==> config.mk <==
export PLATFORM = sky130hd
export DESIGN_NAME = cache_ctrl_dm
export DESIGN_NICKNAME = d
export VERILOG_FILES = /design/src/rtl/cache_pkg.sv /design/src/rtl/cache_line_array.sv /design/src/rtl/cache_ctrl_dm.sv
export SDC_FILE = /design/constraint.sdc
export NUM_CORES = 1
export LEC_CHECK = 0
export BUFFER_PORTS_ARGS = -buffer_cell sky130_fd_sc_hd__clkbuf_2
export CORE_MARGIN = 2
export CORE_UTILIZATION = 35
export DETAILED_ROUTE_END_ITERATION = 6
export SLEW_MARGIN = 20
export SYNTH_ARGS = -nofsm -noshare
export SYNTH_HDL_FRONTEND = slang
export SYNTH_SLANG_ARGS = --single-unit
==> constraint.sdc <==
create_clock -name clock -period 3.15 [get_ports clock]
set_clock_uncertainty 0.2 [all_clocks]
set_input_delay 0.63 -clock clock [delete_from_list [all_inputs] [get_ports clock]]
set_output_delay 0.63 -clock clock [all_outputs]
set_load 0.01 [all_outputs]
==> src/rtl/cache_pkg.sv <==
// Shared types and constants for the direct-mapped write-through cache controller.
package cache_pkg;

    localparam int CNT_W       = 8;
    localparam int DEF_ADDR_W  = 8;
    localparam int DEF_DATA_W  = 8;
    localparam int DEF_INDEX_W = 2;
    localparam int TAG_W_DEF   = DEF_ADDR_W - DEF_INDEX_W;
    localparam int LINES_DEF   = 1 << DEF_INDEX_W;

    typedef enum logic [2:0] {
        IDLE,
        TAG,
        FETCH,
        FILL,
        WRITE,
        RESP
    } state_t;

    function automatic logic [CNT_W-1:0] sat_inc(input logic [CNT_W-1:0] v);
        return (v == '1) ? v : v + 1'b1;
    endfunction

endpackage

==> src/rtl/cache_line_array.sv <==
// Valid/tag/data storage for one-word cache lines: async read by index,
// synchronous write of a whole line, valid bits cleared by reset.
module cache_line_array
    import cache_pkg::*;
#(
    parameter int INDEX_W = DEF_INDEX_W,
    parameter int TAG_W   = TAG_W_DEF,
    parameter int DATA_W  = DEF_DATA_W
) (
    input  logic               clock,
    input  logic               resetn,
    input  logic [INDEX_W-1:0] rd_index,
    output logic               rd_valid,
    output logic [TAG_W-1:0]   rd_tag,
    output logic [DATA_W-1:0]  rd_data,
    input  logic               wr_en,
    input  logic [INDEX_W-1:0] wr_index,
    input  logic [TAG_W-1:0]   wr_tag,
    input  logic [DATA_W-1:0]  wr_data
);

    localparam int LINES = 1 << INDEX_W;

    logic [LINES-1:0]  valid;
    logic [TAG_W-1:0]  tags  [LINES];
    logic [DATA_W-1:0] words [LINES];

    always_ff @(posedge clock or negedge resetn) begin
        if (!resetn) begin
            valid <= '0;
        end else if (wr_en) begin
            valid[wr_index] <= 1'b1;
        end
    end

    // NOTE: tag/data storage is deliberately not reset; the valid bits alone decide a hit.
    always_ff @(posedge clock) begin
        if (wr_en) begin
            tags[wr_index]  <= wr_tag;
            words[wr_index] <= wr_data;
        end
    end

    assign rd_valid = valid[rd_index];
    assign rd_tag   = tags[rd_index];
    assign rd_data  = words[rd_index];

endmodule

==> src/rtl/cache_ctrl_dm.sv <==
// Direct-mapped, write-through, no-write-allocate cache controller in front of a
// synchronous single-port RAM, with saturating hit/miss statistics.
module cache_ctrl_dm
    import cache_pkg::*;
#(
    parameter int ADDR_W  = DEF_ADDR_W,
    parameter int DATA_W  = DEF_DATA_W,
    parameter int INDEX_W = DEF_INDEX_W,
    parameter int RAM_LAT = 1
) (
    input  logic              clock,
    input  logic              resetn,
    input  logic              req,
    input  logic              we,
    input  logic [ADDR_W-1:0] addr,
    input  logic [DATA_W-1:0] wdata,
    output logic              ready,
    output logic              done,
    output logic [DATA_W-1:0] rdata,
    output logic              hit,
    output logic [ADDR_W-1:0] ram_address,
    output logic [DATA_W-1:0] ram_data,
    output logic              ram_wren,
    input  logic [DATA_W-1:0] ram_q,
    output logic [CNT_W-1:0]  hit_count,
    output logic [CNT_W-1:0]  miss_count
);

    localparam int TW     = ADDR_W - INDEX_W;
    localparam int WAIT_W = $clog2(RAM_LAT + 1);

    state_t              state;
    logic [ADDR_W-1:0]   cur_addr;
    logic                cur_we;
    logic [DATA_W-1:0]   cur_wdata;
    logic [WAIT_W-1:0]   wait_cnt;

    logic [INDEX_W-1:0]  cur_index;
    logic [TW-1:0]       cur_tag;
    logic                line_valid;
    logic [TW-1:0]       line_tag;
    logic [DATA_W-1:0]   line_data;
    logic                tag_match;
    logic                line_wr;
    logic [DATA_W-1:0]   line_wdata;

    assign cur_index = cur_addr[INDEX_W-1:0];
    assign cur_tag   = cur_addr[ADDR_W-1:INDEX_W];
    assign tag_match = line_valid && (line_tag == cur_tag);

    // A fill always installs a line; a write only refreshes a line that already hit.
    assign line_wr    = (state == FILL) || ((state == WRITE) && hit);
    assign line_wdata = (state == FILL) ? ram_q : cur_wdata;

    cache_line_array #(
        .INDEX_W (INDEX_W),
        .TAG_W   (TW),
        .DATA_W  (DATA_W)
    ) u_lines (
        .clock    (clock),
        .resetn   (resetn),
        .rd_index (cur_index),
        .rd_valid (line_valid),
        .rd_tag   (line_tag),
        .rd_data  (line_data),
        .wr_en    (line_wr),
        .wr_index (cur_index),
        .wr_tag   (cur_tag),
        .wr_data  (line_wdata)
    );

    // ram_wren is a pure decode of the state register, so no other cycle can write RAM.
    assign ready    = (state == IDLE);
    assign done     = (state == RESP);
    assign ram_wren = (state == WRITE);

    always_ff @(posedge clock or negedge resetn) begin
        if (!resetn) begin
            state       <= IDLE;
            cur_addr    <= '0;
            cur_we      <= 1'b0;
            cur_wdata   <= '0;
            wait_cnt    <= '0;
            rdata       <= '0;
            hit         <= 1'b0;
            ram_address <= '0;
            ram_data    <= '0;
            hit_count   <= '0;
            miss_count  <= '0;
        end else begin
            case (state)
                IDLE: begin
                    if (req) begin
                        cur_addr  <= addr;
                        cur_we    <= we;
                        cur_wdata <= wdata;
                        state     <= TAG;
                    end
                end
                TAG: begin
                    if (cur_we) begin
                        hit         <= tag_match;
                        ram_address <= cur_addr;
                        ram_data    <= cur_wdata;
                        state       <= WRITE;
                    end else if (tag_match) begin
                        rdata <= line_data;
                        hit   <= 1'b1;
                        state <= RESP;
                    end else begin
                        hit         <= 1'b0;
                        ram_address <= cur_addr;
                        wait_cnt    <= WAIT_W'(RAM_LAT);
                        state       <= FETCH;
                    end
                end
                FETCH: begin
                    if (wait_cnt == WAIT_W'(1)) begin
                        state <= FILL;
                    end else begin
                        wait_cnt <= wait_cnt - 1'b1;
                    end
                end
                FILL: begin
                    rdata <= ram_q;
                    state <= RESP;
                end
                WRITE: begin
                    state <= RESP;
                end
                RESP: begin
                    if (hit) begin
                        hit_count <= sat_inc(hit_count);
                    end else begin
                        miss_count <= sat_inc(miss_count);
                    end
                    state <= IDLE;
                end
                default: begin
                    state <= IDLE;
                end
            endcase
        end
    end

endmodule

# After elaboration in Yosys (flattened, before gate mapping)
# Memories as Yosys holds them, arrays and structs flattened.
# Index checks and enable logic that the tools add are counted.
# totals
reg_bits	66
ram_bits	56
input_bits	28
out_inout_bits	44
elab_cells	76
n_memories	2
# classes
addsub	3
magnitude_cmp	2
eq_ne	14
muxes	23
n_bitwise	4
reduce_logical	16
# mem_list
memory	words	width	rd	rd_clocked_by_memory_dff	wr	line	rtl
u_lines.words	4	8	1	0	1	cache_line_array.sv:26	logic [DATA_W-1:0] words [LINES];
u_lines.tags	4	6	1	0	1	cache_line_array.sv:25	logic [TAG_W-1:0] tags [LINES];
# ops
op	n
8-bit 2-to-1 mux	5
8-bit by 1-bit adder with 8-bit output, second input constant	2
8-bit equality test, second input constant	2
8-bit case mux with 2 select lines	1
3-bit 2-to-1 mux	4
2-bit inequality test, second input constant	6
3-bit case mux with 4 select lines	1
3-bit AND reduction	4
1-bit 2-to-1 mux	9
2-bit AND reduction	4
3-bit by 2-bit equality test with 1-bit output, second input constant	2
3-bit equality test, second input constant	2
6-bit equality test	1
4-bit OR	1
2-bit nonzero test	2
3-bit by 1-bit equality test with 1-bit output, second input constant	1
1-bit logical AND	3
3-bit zero test	1
2-bit by 3-bit < comparator with 1-bit output, second input constant	1
1-bit inverter	3
1-bit binary-select mux with 2-bit select	1
1-bit demux with 2-bit select	1
2-bit by 1-bit greater-or-equal comparator with 1-bit output, second input constant	1
1-bit case mux with 2 select lines	1
other kinds (3)	3

# Logic depth before layout (Yosys ltp)
# logic_depth
ltp_word	6
depth_mapped	9

# Hierarchy
# A second synthesis with hierarchy kept.
# hier_totals
hier_cells	327
area_unflattened_um2	5181.2
# by_module_without_submodules
module	instances	cells_per_inst	area_each_um2	seq_area_each_um2
cache_ctrl_dm	1	240	2950.3	1551.5
cache_line_array	1	87	2230.9	1781.7

# Worst setup path before layout
# Ideal clock, no wire load.
# synth_timing
path_kind	register to register
startpoint	register state[2]
endpoint	memory u_lines.tags[0][0] (netlist name), enable pin
setup_time_ns	0.409
t_arrival_ns	2.085
setup_slack_ns	0.456
stages_incl_launch_ff	5
path_cell_list	dfrtp_1 clkbuf_1 nor2b_1 nand2_1 a211oi_1
# synth_between
elab_chain_cells	5
word_cells_on_any_way	6
# synth_lines
element	line	rtl
start, declared	cache_ctrl_dm.sv:32	state_t state;
start signal, assigned	cache_ctrl_dm.sv:79	state <= IDLE;
start signal, assigned	cache_ctrl_dm.sv:97	state <= TAG;
start signal, assigned	cache_ctrl_dm.sv:105	state <= WRITE;
3-bit equality test	cache_ctrl_dm.sv:52	assign line_wr = (state == FILL) || ((state == WRITE) && hit);
1-bit logical AND	cache_ctrl_dm.sv:52	
1-bit logical OR *	cache_ctrl_dm.sv:52	
1-bit 2-to-1 mux *	cache_line_array.sv:38	if (wr_en) begin
1-bit 2-to-1 mux (implied by the code) *	cache_line_array.sv:39	tags[wr_index] <= wr_tag;
end, declared	cache_line_array.sv:25	
# Mark *: on every way between the ends. The rest lies on a longest branch, timed or not.

# Worst setup path in the final report
# layout_timing
startpoint	register cur_addr[1]
endpoint	register ram_address[1]
# layout_between
elab_chain_cells	5
word_cells_on_any_way	9
# layout_lines
element	line	rtl
start, declared	cache_ctrl_dm.sv:33	logic [ADDR_W-1:0] cur_addr;
start signal, assigned	cache_ctrl_dm.sv:94	cur_addr <= addr;
memory 4 x 6 bit or 1-bit binary-select mux with 2-bit select (tied branches)	--	
6-bit equality test or 1-bit 2-to-1 mux (tied branches)	cache_ctrl_dm.sv:49, cache_line_array.sv:44	
1-bit logical AND	cache_ctrl_dm.sv:49	assign tag_match = line_valid && (line_tag == cur_tag);
2-bit inequality test (no source line)	--	
2-bit AND reduction (no source line)	--	
end signal, assigned	cache_ctrl_dm.sv:103	ram_address <= cur_addr;
end signal, assigned	cache_ctrl_dm.sv:112	ram_address <= cur_addr;
end, declared	cache_ctrl_dm.sv:21	output logic [ADDR_W-1:0] ram_address,
# Parallel ways exist; a longest one is shown, timed or not. The select of a mux whose other input is x is not followed.
# A chain may end at the register's enable or synchronous reset.

==> results.md <==
Outcome:
- The run finished with clean final reports.

Clocking:
- The tree built by TritonCTS fans out to ~120 sinks.
- In this run, post-CTS hold repair placed 0 buffers.
- The H-tree was split into 4 levels.
- The later pin in the worst-skew pair is clocked with a latency of just over 0.4 ns.
- After clock tree synthesis, the setup repair step added 0 buffers.
- The post-CTS clock slew at the launch and capture registers of the worst setup and hold paths is around 0.050 ns.
- After clock tree synthesis, the repair step resized 0 gates.
- The CTS root buffer is sky130_fd_sc_hd__clkbuf_16.
- No sink is reached through more buffers than the 2 on the longest clock path.
- TritonCTS built the clock tree.
- The number of CTS-inserted buffers is 17.

Routing:
- After the first detailed-routing iteration, the DRC count stood at approximately 120.
- After detailed routing, no signal wire sits above met4.
- The final route contains just over 3k vias.
- The via-per-instance ratio is 4.93.
- After detailed routing, the number of remaining DRC violations is 0.
- The detailed-router iteration count before antenna repair is 5.
- In the final routed layout, each cell accounts on average for approximately 16 µm.
- The wire length after detailed routing is approximately 10000 µm.
- The routed design uses 523 µm of met3 wire.
- In this run the remaining antenna-violating nets after routing total 0.
- The met1 wire length is between 4000 and 5000 µm.
- Detailed routing placed a total of 4750 µm of wire on met2.

Placement:
- Detailed placement ended at an HPWL of just under 7000 µm.
- The weighted congestion at the end of routability-driven global placement is ~0.74.
- The number of buffers added on ports is around 70.

Setup path:
- For this design, the slowest cell found on the critical path is sky130_fd_sc_hd__dfrtp_1.
- The worst reg2reg path endpoint is ram_address[1]$_DFFE_PN0P_.
- STA classifies the critical path startpoint as a flop.
- The capturing element type of the critical path is a flop.
- The longest individual stage delay on the worst path is approximately 0.48 ns.
- The signal on the critical path passes through buf_4 > mux4_2 > xnor2_1 > o211ai_2 > o31ai_4 > mux2_2.
- Setup slack on the worst reg-to-reg path comes out at 0.48 ns.
- STA puts the critical path data arrival time at 2.77 ns.
- The worst setup path is of the flop to flop kind.
- Data on the critical path is required at its endpoint by between 3 and 4 ns.
- The largest driver fanout on the critical path is 13.
- The beginning of the worst register-to-register path is cur_addr[1]$_DFFE_PN0P_.
- The number of cells on the worst reg-to-reg path is 6.
- The sum of buffers and inverters on the critical path is 1.
- The kind of cell with the highest combined delay on the critical path is multiplexers.

Global routing:
- The pin count of the biggest net entering global routing is 50.
- The initial antenna violation count is 0.
- Across every metal layer, demand over resource in global routing totals 0.144.
- The number of global-route vias before repair was 3,102.
- The final global-route overflow total is 0.
- The first-pass GRT wire length is 16,100 µm.

Die:
- The number of standard-cell rows in the floorplan is 43.
- For this configuration, the core starts out at a cell density of 0.360.
- The floorplan step set the die height to 124 µm.
- The horizontal extent of the die is between 100 and 150 µm.
- The die area is between 15,000 and 20,000 µm².
- The area of the core is between 10,000 and 15,000 µm².
- Pin placement for this block handled between 70 and 80 I/O pins.

Synth:
- The share of the yosys chip area belonging to registers is 0.662.
- The number of warnings reported in the yosys synthesis log is 0.
- The synthesized instance count is between 300 and 400.
- The count of flip-flops with a built-in enable after synthesis is 56.
- The number of register bits inferred by synthesis is ~120.
- In the synthesized netlist the dominant register cell turns out to be sky130_fd_sc_hd__dfrtp_1.
- The most area-hungry cell type in the Yosys netlist is sky130_fd_sc_hd__edfxtp_1.
- Synthesis instantiated 38 different standard cells from the library.
- In this run the cell area of the synthesized design comes to about 5000 µm².
- After synthesis, the share of flip-flops with an asynchronous set or reset is 0.541.
- The area share of the leading cell type in the synthesized netlist is 0.334.
- The number of nets handed over by synthesis was between 300 and 400.
- After synthesis, the cell types taking the most area are sky130_fd_sc_hd__edfxtp_1 (33%), sky130_fd_sc_hd__dfrtp_1 (33%), sky130_fd_sc_hd__mux2_2 (7.8%), sky130_fd_sc_hd__mux4_1 (3.1%), sky130_fd_sc_hd__nand2_1 (3.1%).
- The synthesized area per cell is between 10 and 15 µm².

Cells and area:
- Leaving out fill and tap cells, the most frequent cells in the layout are sky130_fd_sc_hd__clkbuf_2 (70), sky130_fd_sc_hd__dfrtp_1 (66), sky130_fd_sc_hd__edfxtp_1 (56).
- The layout overhead on the synthesized area is 22.7%.
- 0 antenna diodes ended up in the layout.
- The fraction of layout instances using a drive strength above 1 is 0.367.
- The final design utilization is 0.441.
- The total number of nets in the final design is approximately 460.
- The most common cell after layout, fill and taps aside is sky130_fd_sc_hd__clkbuf_2.
- The final-layout fill cell count is roughly 1.3k.

Pwr:
- The register share of total power is 0.429.
- Of the total power, combinational logic draws 0.278.
- The switching component of the power is approximately 0.0019 W.
- VDD sags by at most 0.323 mV.
- Of the total power, the share spent switching nets is 0.314.
- The share of total power dissipated in the clock network is 0.293.
- The internal power of the cells is ~0.0041 W.
- In this run the power density over the cells is 968 nW/µm².
- Summed over all cells, the static leakage comes to 2.61 nW.

Min path:
- In this run the worst hold path is classified as primary input to async pin.

STA:
- The final count of pins violating max slew is 0.
- The routed design could run at a clock period as short as around 2.7 ns.
- The remaining max-slew budget at the tightest pin is 0.540.
- Setup violations remaining at the end of the flow were counted as 0.
- Dividing the final minimum period by the clock period gives 0.849.
- The highest attainable clock frequency is approximately 370 MHz.
- At the pin with the least slew margin, the transition time is between 0.6 and 0.7 ns.
- The worst hold-check slack is 0.113 ns.
- Setup total negative slack on the finished layout was measured at 0 ns.
- Setup repair after global routing left no endpoint under its margin.
- The hold violation total from the final report is 0.

Flow run:
- The tool flagged a number of max-cap violations equal to 0.
## synth_stat cells (2+ instances only)
master / count
sky130_fd_sc_hd__dfrtp_1: 66
sky130_fd_sc_hd__edfxtp_1: 56
sky130_fd_sc_hd__nand2_1: 41
sky130_fd_sc_hd__mux2_2: 35
sky130_fd_sc_hd__nand3_1: 22
sky130_fd_sc_hd__xnor2_1: 15
sky130_fd_sc_hd__nor2_1: 14
sky130_fd_sc_hd__clkbuf_1: 10
sky130_fd_sc_hd__nand3b_1: 8
sky130_fd_sc_hd__xor2_1: 8
sky130_fd_sc_hd__mux2i_1: 7
sky130_fd_sc_hd__mux4_1: 6
sky130_fd_sc_hd__mux4_2: 5
sky130_fd_sc_hd__nand4_1: 5
sky130_fd_sc_hd__or2_2: 5
sky130_fd_sc_hd__and2_1: 4
sky130_fd_sc_hd__o21ai_0: 4
sky130_fd_sc_hd__and3_1: 3
sky130_fd_sc_hd__buf_6: 2
sky130_fd_sc_hd__ha_1: 2
sky130_fd_sc_hd__nand2b_1: 2
sky130_fd_sc_hd__nor2b_1: 2
sky130_fd_sc_hd__nor3_1: 2
sky130_fd_sc_hd__o211a_1: 2
## kinds of logic after synthesis
kind of cell / after synthesis / share of synthesized area
AND/OR/NAND/NOR: 110 / 0.106
buffers and inverters: 15 / 0.0149
AO/OA/AOI/OAI: 15 / 0.0254
multiplexers: 53 / 0.146
adder cells (fa/ha/maj): 2 / 0.00497
XOR/XNOR: 23 / 0.0400
flip-flops: 122 / 0.662
## registers in the layout (all words and copies together) (netlist names)
name / count
hit_count: 8
hit: 1
cur_we: 1
ram_address: 8
u_lines.words: 32
miss_count: 8
state: 3
ram_data: 8
wait_cnt: 1
cur_wdata: 8
rdata: 8
u_lines.tags: 24
u_lines.valid: 4
cur_addr: 8
## worst max-delay path by stage
stage	cells after the start	from	slack, ns	to
2_1_floorplan	4	state[2]$_DFFE_PN0P_	0.46	u_lines.tags[0][0]$_DFFE_PP_
3_3_place_gp	6	cur_addr[1]$_DFFE_PN0P_	0.56	ram_address[1]$_DFFE_PN0P_
3_5_place_dp	7	cur_addr[1]$_DFFE_PN0P_	0.48	ram_address[4]$_DFFE_PN0P_
4_1_cts	7	cur_addr[1]$_DFFE_PN0P_	0.46	ram_address[1]$_DFFE_PN0P_
5_1_grt	7	cur_addr[1]$_DFFE_PN0P_	0.29	ram_address[1]$_DFFE_PN0P_
6_report	6	cur_addr[1]$_DFFE_PN0P_	0.48	ram_address[1]$_DFFE_PN0P_
## per-layer routing
| layer | track usage | vias to the layer above |
|---|---|---|
| met2 | 0.225 | 70 |
| li1 | - | 1424 |
| met1 | 0.184 | 1547 |
| met5 | 0 | - |
| met3 | 0.0467 | 19 |
| met4 | 0.0632 | 0 |
## power by group through the flow
stage               clock network (W)  registers, W  logic [W]
finish                        0.00175       0.00257    0.00166
global route                  0.00186       0.00264    0.00184
CTS                           0.00179       0.00257    0.00169
detailed placement                  0       0.00260    0.00169
global placement                    0       0.00258    0.00165
floorplan                           0       0.00255    0.00116
## worst register-to-register path, cell delays in order (launching register included)
cell and delay, ns:
sky130_fd_sc_hd__dfrtp_1 0.48, sky130_fd_sc_hd__buf_4 0.28, sky130_fd_sc_hd__mux4_2 0.35, sky130_fd_sc_hd__xnor2_1 0.24, sky130_fd_sc_hd__o211ai_2 0.19, sky130_fd_sc_hd__o31ai_4 0.44, sky130_fd_sc_hd__mux2_2 0.39
## per-stage QoR
stage	area [µm²]	instances	total power, W	worst slack (ns)
after floorplan	5030	340	0.00371	0.456
after global placement	5640	589	0.00424	0.555
after detailed placement	5640	589	0.00429	0.475
after CTS	6170	621	0.00605	0.464
after global routing	6170	621	0.00633	0.285
final	6170	621	0.00598	0.475
## area by class of cell
| type | instances | area (µm²) | share of cell area |
|---|---|---|---|
| clock inverter | 14 | 108 | 0.0174 |
| multi-input combinational | 203 | 1630 | 0.264 |
| inverter | 1 | 3.75 | 0.000608 |
| tap | 180 | 225 | 0.0365 |
| timing repair buffer | 83 | 445 | 0.0722 |
| clock buffer | 18 | 429 | 0.0695 |
| sequential | 122 | 3330 | 0.540 |
No activity file was read; power rests on OpenSTA's default activity.
